===== src/rtl/mips_run_pkg.sv =====
// Shared types and constants for the MIPS run controller.
package mips_run_pkg;

   // Controller phases: stream program, hold core in reset, run, drain, finished.
   typedef enum logic [2:0] {
      IDLE  = 3'd0,
      LOAD  = 3'd1,
      HOLD  = 3'd2,
      RUN   = 3'd3,
      DRAIN = 3'd4,
      DONE  = 3'd5
   } run_state_e;

   // Width of the HOLD/DRAIN phase counter; bounds RESET_CYCLES and DRAIN_CYCLES.
   localparam int PHASE_W = 16;

   // Default instruction encoding treated as a halt.
   localparam logic [31:0] DEFAULT_HALT_WORD = 32'hFFFF_FFFF;

   // Debug view of the controller FSM.
   typedef struct packed {
      run_state_e           state;
      logic [PHASE_W-1:0]   phase_count;
   } run_dbg_t;

   // Word-address width for an instruction memory of the given depth (at least 1 bit).
   function automatic int addr_width(input int depth);
      if (depth <= 2) return 1;
      return $clog2(depth);
   endfunction

endpackage


===== src/rtl/mips_run_cnt.sv =====
// Generic up-counter with synchronous clear, parallel load, enable,
// saturation at all-ones and a terminal-count flag.
module mips_run_cnt #(
   parameter int W = 16
) (
   input  logic         clk,
   input  logic         clear,
   input  logic         load,
   input  logic [W-1:0] load_value,
   input  logic         enable,
   input  logic [W-1:0] terminal,
   output logic [W-1:0] count,
   output logic         tc
);

   // Clear beats load beats increment; the count sticks at all-ones.
   always_ff @(posedge clk) begin
      if (clear) begin
         count <= '0;
      end else if (load) begin
         count <= load_value;
      end else if (enable && (count != '1)) begin
         count <= count + 1'b1;
      end
   end

   assign tc = (count == terminal);

endmodule


===== src/rtl/mips_run_ctrl.sv =====
// Run controller for the pipelined MIPS core: streams a program into
// instruction memory, holds the core in reset, runs it and ends the run
// on a halt fetch (after a pipeline drain) or on a cycle budget.
//
// Load handshake: a word transfers on every rising clk edge where
// load_valid && load_ready. load_ready depends only on the FSM state, so
// the source may hold load_valid high for any number of cycles and the
// word/last fields must stay stable until the transfer edge.
module mips_run_ctrl
   import mips_run_pkg::*;
#(
   parameter int                    WORD_WIDTH   = 32,
   parameter int                    IMEM_DEPTH   = 1024,
   parameter int                    RESET_CYCLES = 1,
   parameter int                    MAX_CYCLES   = 75,
   parameter int                    DRAIN_CYCLES = 4,
   parameter int                    CNT_WIDTH    = 16,
   parameter logic [WORD_WIDTH-1:0] HALT_WORD    = WORD_WIDTH'(DEFAULT_HALT_WORD),
   localparam int                   ADDR_W       = addr_width(IMEM_DEPTH)
) (
   input  logic                  clk,
   input  logic                  reset,
   input  logic                  start,
   input  logic                  load_valid,
   input  logic [WORD_WIDTH-1:0] load_data,
   input  logic                  load_last,
   output logic                  load_ready,
   output logic                  imem_we,
   output logic [ADDR_W-1:0]     imem_addr,
   output logic [WORD_WIDTH-1:0] imem_wdata,
   output logic                  core_reset_n,
   input  logic [WORD_WIDTH-1:0] instruction,
   input  logic                  IF_Flush,
   output logic [CNT_WIDTH-1:0]  run_cycles,
   output logic                  busy,
   output logic                  done,
   output logic                  timeout,
   output logic                  load_err,
   output run_dbg_t              dbg
);

   localparam logic [PHASE_W-1:0]   HOLD_TC  = PHASE_W'(RESET_CYCLES - 1);
   localparam logic [PHASE_W-1:0]   DRAIN_TC = PHASE_W'(DRAIN_CYCLES - 1);
   localparam logic [CNT_WIDTH-1:0] RUN_TC   = CNT_WIDTH'(MAX_CYCLES - 1);
   localparam logic [ADDR_W-1:0]    LAST_IDX = ADDR_W'(IMEM_DEPTH - 1);

   run_state_e          state;
   run_state_e          next_state;
   logic [ADDR_W-1:0]   word_idx;
   logic [PHASE_W-1:0]  phase_count;
   logic [PHASE_W-1:0]  phase_terminal;
   logic                phase_tc;
   logic                run_tc;
   logic                accept;
   logic                start_ok;
   logic                halt_seen;
   logic                load_end;

   assign accept    = load_valid && load_ready;
   assign start_ok  = start && ((state == IDLE) || (state == DONE));
   assign halt_seen = (instruction == HALT_WORD) && !IF_Flush;
   assign load_end  = accept && (load_last || (word_idx == LAST_IDX));

   // State register.
   always_ff @(posedge clk) begin
      if (reset) begin
         state <= IDLE;
      end else begin
         state <= next_state;
      end
   end

   // Next-state decode; a halt in the last budget cycle still goes to DRAIN.
   always_comb begin
      next_state = state;
      case (state)
         IDLE, DONE: if (start) next_state = LOAD;
         LOAD:       if (load_end) next_state = HOLD;
         HOLD:       if (phase_tc) next_state = RUN;
         RUN: begin
            if (halt_seen)   next_state = DRAIN;
            else if (run_tc) next_state = DONE;
         end
         DRAIN:      if (phase_tc) next_state = DONE;
         default:    next_state = IDLE;
      endcase
   end

   // Moore outputs decoded straight from the state flops; the core stays
   // out of reset in DONE so its state can be inspected.
   always_comb begin
      load_ready   = (state == LOAD);
      busy         = (state == LOAD) || (state == HOLD) ||
                     (state == RUN)  || (state == DRAIN);
      done         = (state == DONE);
      core_reset_n = (state == RUN) || (state == DRAIN) || (state == DONE);
   end

   // Load datapath and sticky flags; writes land one cycle after the accept.
   always_ff @(posedge clk) begin
      if (reset) begin
         word_idx   <= '0;
         imem_we    <= 1'b0;
         imem_addr  <= '0;
         imem_wdata <= '0;
         timeout    <= 1'b0;
         load_err   <= 1'b0;
      end else begin
         imem_we <= accept;
         if (accept) begin
            imem_addr  <= word_idx;
            imem_wdata <= load_data;
            word_idx   <= word_idx + 1'b1;
            if (!load_last && (word_idx == LAST_IDX)) load_err <= 1'b1;
         end
         if ((state == RUN) && !halt_seen && run_tc) timeout <= 1'b1;
         if (start_ok) begin
            word_idx <= '0;
            timeout  <= 1'b0;
            load_err <= 1'b0;
         end
      end
   end

   // Shared HOLD/DRAIN phase counter, restarted on every state change.
   assign phase_terminal = (state == HOLD) ? HOLD_TC : DRAIN_TC;

   mips_run_cnt #(.W(PHASE_W)) u_phase_cnt (
      .clk        (clk),
      .clear      (reset),
      .load       (next_state != state),
      .load_value ('0),
      .enable     ((state == HOLD) || (state == DRAIN)),
      .terminal   (phase_terminal),
      .count      (phase_count),
      .tc         (phase_tc)
   );

   // Run-cycle counter: cleared by a new start, frozen outside RUN/DRAIN.
   mips_run_cnt #(.W(CNT_WIDTH)) u_run_cnt (
      .clk        (clk),
      .clear      (reset),
      .load       (start_ok),
      .load_value ('0),
      .enable     ((state == RUN) || (state == DRAIN)),
      .terminal   (RUN_TC),
      .count      (run_cycles),
      .tc         (run_tc)
   );

   assign dbg.state       = state;
   assign dbg.phase_count = phase_count;

endmodule


===== config.mk =====
export PLATFORM = sky130hd
export DESIGN_NAME = mips_run_ctrl
export DESIGN_NICKNAME = d
export VERILOG_FILES = /design/src/rtl/mips_run_pkg.sv /design/src/rtl/mips_run_cnt.sv /design/src/rtl/mips_run_ctrl.sv
export SDC_FILE = /design/constraint.sdc
export NUM_CORES = 1
export LEC_CHECK = 0
export CAP_MARGIN = 5
export CELL_PAD_IN_SITES_DETAIL_PLACEMENT = 1
export CELL_PAD_IN_SITES_GLOBAL_PLACEMENT = 2
export CORE_MARGIN = 2
export CORE_UTILIZATION = 25
export DETAILED_ROUTE_END_ITERATION = 8
export PLACE_DENSITY = 0.79
export SETUP_SLACK_MARGIN = 0.2
export SYNTH_ARGS = -nofsm -noshare
export SYNTH_HDL_FRONTEND = slang
export SYNTH_SLANG_ARGS = --single-unit
export TNS_END_PERCENT = 30

===== constraint.sdc =====
create_clock -name clk -period 2.15 [get_ports clk]
set_input_delay 0.43 -clock clk [delete_from_list [all_inputs] [get_ports clk]]
set_output_delay 0.43 -clock clk [all_outputs]
set_load 0.02 [all_outputs]

==> run_results.csv <==
group,metric,value,unit
sta,relSlewSlack,0.6586,
placed_design,portBuffers,153,
setup_path,cp_slowest_cell,"clkdlybuf4s50_1",
clocking,cts_sinks,90,
setup_path,crit_type,"register to output port",
setup_path,rr_worst_depth,6,
die,die_h,132.4,um
yosys,synth.area.top_cells,"dfxtp_1 (44%), nand2_1 (9.7%), a21oi_1 (5.8%)",
route,wl_per_cell,15.68,um
run,drv_cap,0,
yosys,yosysSeqAreaShare,0.4373,
status,outcome,"complete, no violations",
yosys,avgSynthCellArea,8.257,um^2
setup_path,cp-end-kind,"output port",
clocking,clock_latency,350,ps
setup_path,critical-path-top-delay-family,"buffers and inverters",
setup_path,r2r_start,"state[1]",
clocking,cts_made_buffers,9,
yosys,synth_nets,573,
setup_path,r2r-end,"u_phase_cnt.count[14]",
power_and_ir_drop,powerDensity,632.8,mW/mm^2
yosys,postSynth.asyncResetShare,0,
clocking,cts-root-buf,"clkbuf_16",
sta,drv_slew,0,
yosys,synth_top_area_frac,0.4373,
power_and_ir_drop,power.leakage,0.002172,uW
power_and_ir_drop,vdd_drop_max,0.3574,mV
final_layout,fin_area,0.006365,mm^2
setup_path,crit_chain,"clkdlybuf4s50_1",
route,via_per_inst,4.720,
yosys,yosys_warnings,0,
setup_path,crit_end,"run_cycles[13]",
grt,grt_pass1_vias,4364,
die,coreArea,0.01600,mm^2
clocking,post_cts_buffers,0,
setup_path,critPathMaxStageDelay,670,ps
clocking,htree_num_levels,3,
sta,timing.fmax,0.5208,GHz
hold_path,min_path_type,"register to register",
sta,finClkSkew,10.46,ps
route,num_vias,4149,
setup_path,required,1720,ps
clocking,clk_pin_slew_worst_paths,70,ps
final_layout,nNetsFinal,732,
final_layout,final_common_cell,"clkdlybuf4s50_1",
setup_path,cp_max_fo,8,
final_layout,drive_gt1_frac,0.1071,
sta,max_slew.worst_pin.slew,509.4,ps
yosys,yosysUniqueCellTypes,58,
final_layout,area_growth,54.48,%
grt,antenna_found_initial,1,
route,drt.antenna.violating_nets,0,
grt,track_usage,0.1548,
yosys,synth_top_area_cell,"dfxtp_1",
final_layout,antenna_cells,0,
die,start_util,0.2575,
setup_path,path_buf_inv,1,
route,drtIter0Drc,143,
sta,fin_crit,1920,ps
die,ios,154,
placed_design,place_hpwl,10.23,mm
placed_design,post_dp_cell_area,0.005988,mm^2
setup_path,startpoint_type,"register",
sta,fin_crit_sh,0.8931,
yosys,synth-seq-cells,90,
sta,rsz0062_at_grt,"true",
setup_path,worstSetupStartpoint,"u_run_cnt.count[13]",
sta,setup_viol,0,
clocking,cts_hold_buffers,0,
final_layout,final_cell_mix,"clkdlybuf4s50_1 (145), nand2_1 (107), dfxtp_1 (85), nor2_1 (56), a21oi_1 (48)",
clocking,cts_tree,"done",
yosys,synth_edf_count,0,
final_layout,fillers,1893,
setup_path,cp_num_cells,1,
yosys,synthCells,499,
grt,grt_pass1_wl,22.18,mm
final_layout,fin_util,0.3978,
setup_path,r2r_setup_slack,300,ps
placed_design,gp_congestion,0.7904,
yosys,netlist_area,0.004120,mm^2
grt,grt-ovfl-total,0,
die,die_w,132.4,um
clocking,cts_buffer_depth,2,
route,routed_wl,13.79,mm
die,fp.dieArea,0.01752,mm^2
route,drcViolationCount,0,
sta,hold_viol,0,
setup_path,cp.arrival,1490,ps
grt,grt_max_degree,47,
yosys,ys.flop_type,"dfxtp_1",
route,dr.pass1.iters,4,
die,rows,46,
## kinds of logic (layout without fill, tap and decap cells)
kind of cell | Yosys count | in the layout | share of synthesized area
buffers and inverters | 34 | 198 | 0.03826
AND/OR/NAND/NOR | 254 | 254 | 0.3013
adder cells (fa/ha/maj) | 4 | 4 | 0.01215
AO/OA/AOI/OAI | 84 | 84 | 0.1382
multiplexers | 2 | 2 | 0.005162
flip-flops | 90 | 90 | 0.4373
XOR/XNOR | 31 | 31 | 0.06772
## flip-flops by register name (all words and copies together), names as in the netlist
register / flops
imem_wdata: 32
u_phase_cnt.count: 16
u_run_cnt.count: 16
imem_addr: 10
word_idx: 10
state: 3
imem_we: 1
load_err: 1
timeout: 1
## stage by stage
stage	power (uW)	instances	setup TNS (ps)	hold slack (ps)	setup WS, ps
5_1_grt	4213	879	0	468.7	152.7
2_1_floorplan	2132	499	0	452.5	210.7
6_report	4028	879	0	452.7	229.8
4_1_cts	4077	878	0	458.0	39.74
3_5_place_dp	2516	862	-1876	448.5	-152.0
3_3_place_gp	2502	862	-1999	441.8	-153.6
## worst min path at each step
stage / startpoint / end / slack, ps / cells after the start
2_1_floorplan: word_idx[5] / imem_addr[5] / 450 / 2
3_3_place_gp: imem_wdata[6] / imem_wdata[6] / 440 / 2
3_5_place_dp: imem_wdata[9] / imem_wdata[9] / 450 / 2
4_1_cts: imem_wdata[9] / imem_wdata[9] / 460 / 2
5_1_grt: imem_wdata[19] / imem_wdata[19] / 470 / 2
6_report: imem_wdata[9] / imem_wdata[9] / 450 / 2
## per-layer routing
metal / track usage / vias up / share of wire
li1: - / 2044 / -
met1: 0.1842 / 2009 / 0.44
met2: 0.2786 / 82 / 0.51
met3: 0.03153 / 14 / 0.040
met4: 0.04839 / 0 / 0.015
met5: 0 / - / 0
## Yosys cell counts, drive strengths merged, types with 5 or more instances
master	instances
xnor2	20
nand4	18
nand3	14
nor3b	5
nor2	58
nand2	107
and3	10
dfxtp	90
a211oi	9
inv	5
buf	14
xor2	11
a21oi	49
clkbuf	15
and4	6
nor3	8
nor4	6
## power by group
group	internal, uW	leakage (uW)	switching, uW
Clock	826	0.000135	714
Combinational	359	0.00131	363
Sequential	1720	0.000730	44.6
Total	2910	0.00217	1120
## area by class of cell
cell class              instances  area, um^2  area share
clock inverters                 6       50.05    0.007863
well taps                     216       270.3     0.04246
multi-input cells             375        2212      0.3476
inverters                       5       18.77    0.002949
repair buffers                177        1764      0.2772
clock buffers                  10       239.0     0.03755
flip-flops and latches         90        1810      0.2845
## repair_timing
item,4_1_cts,5_1_grt
pin swaps,1,5
endpoints found under the setup margin,10,34
resized for setup,9,20
gates cloned,0,1
(Power assumes the default switching activity.)
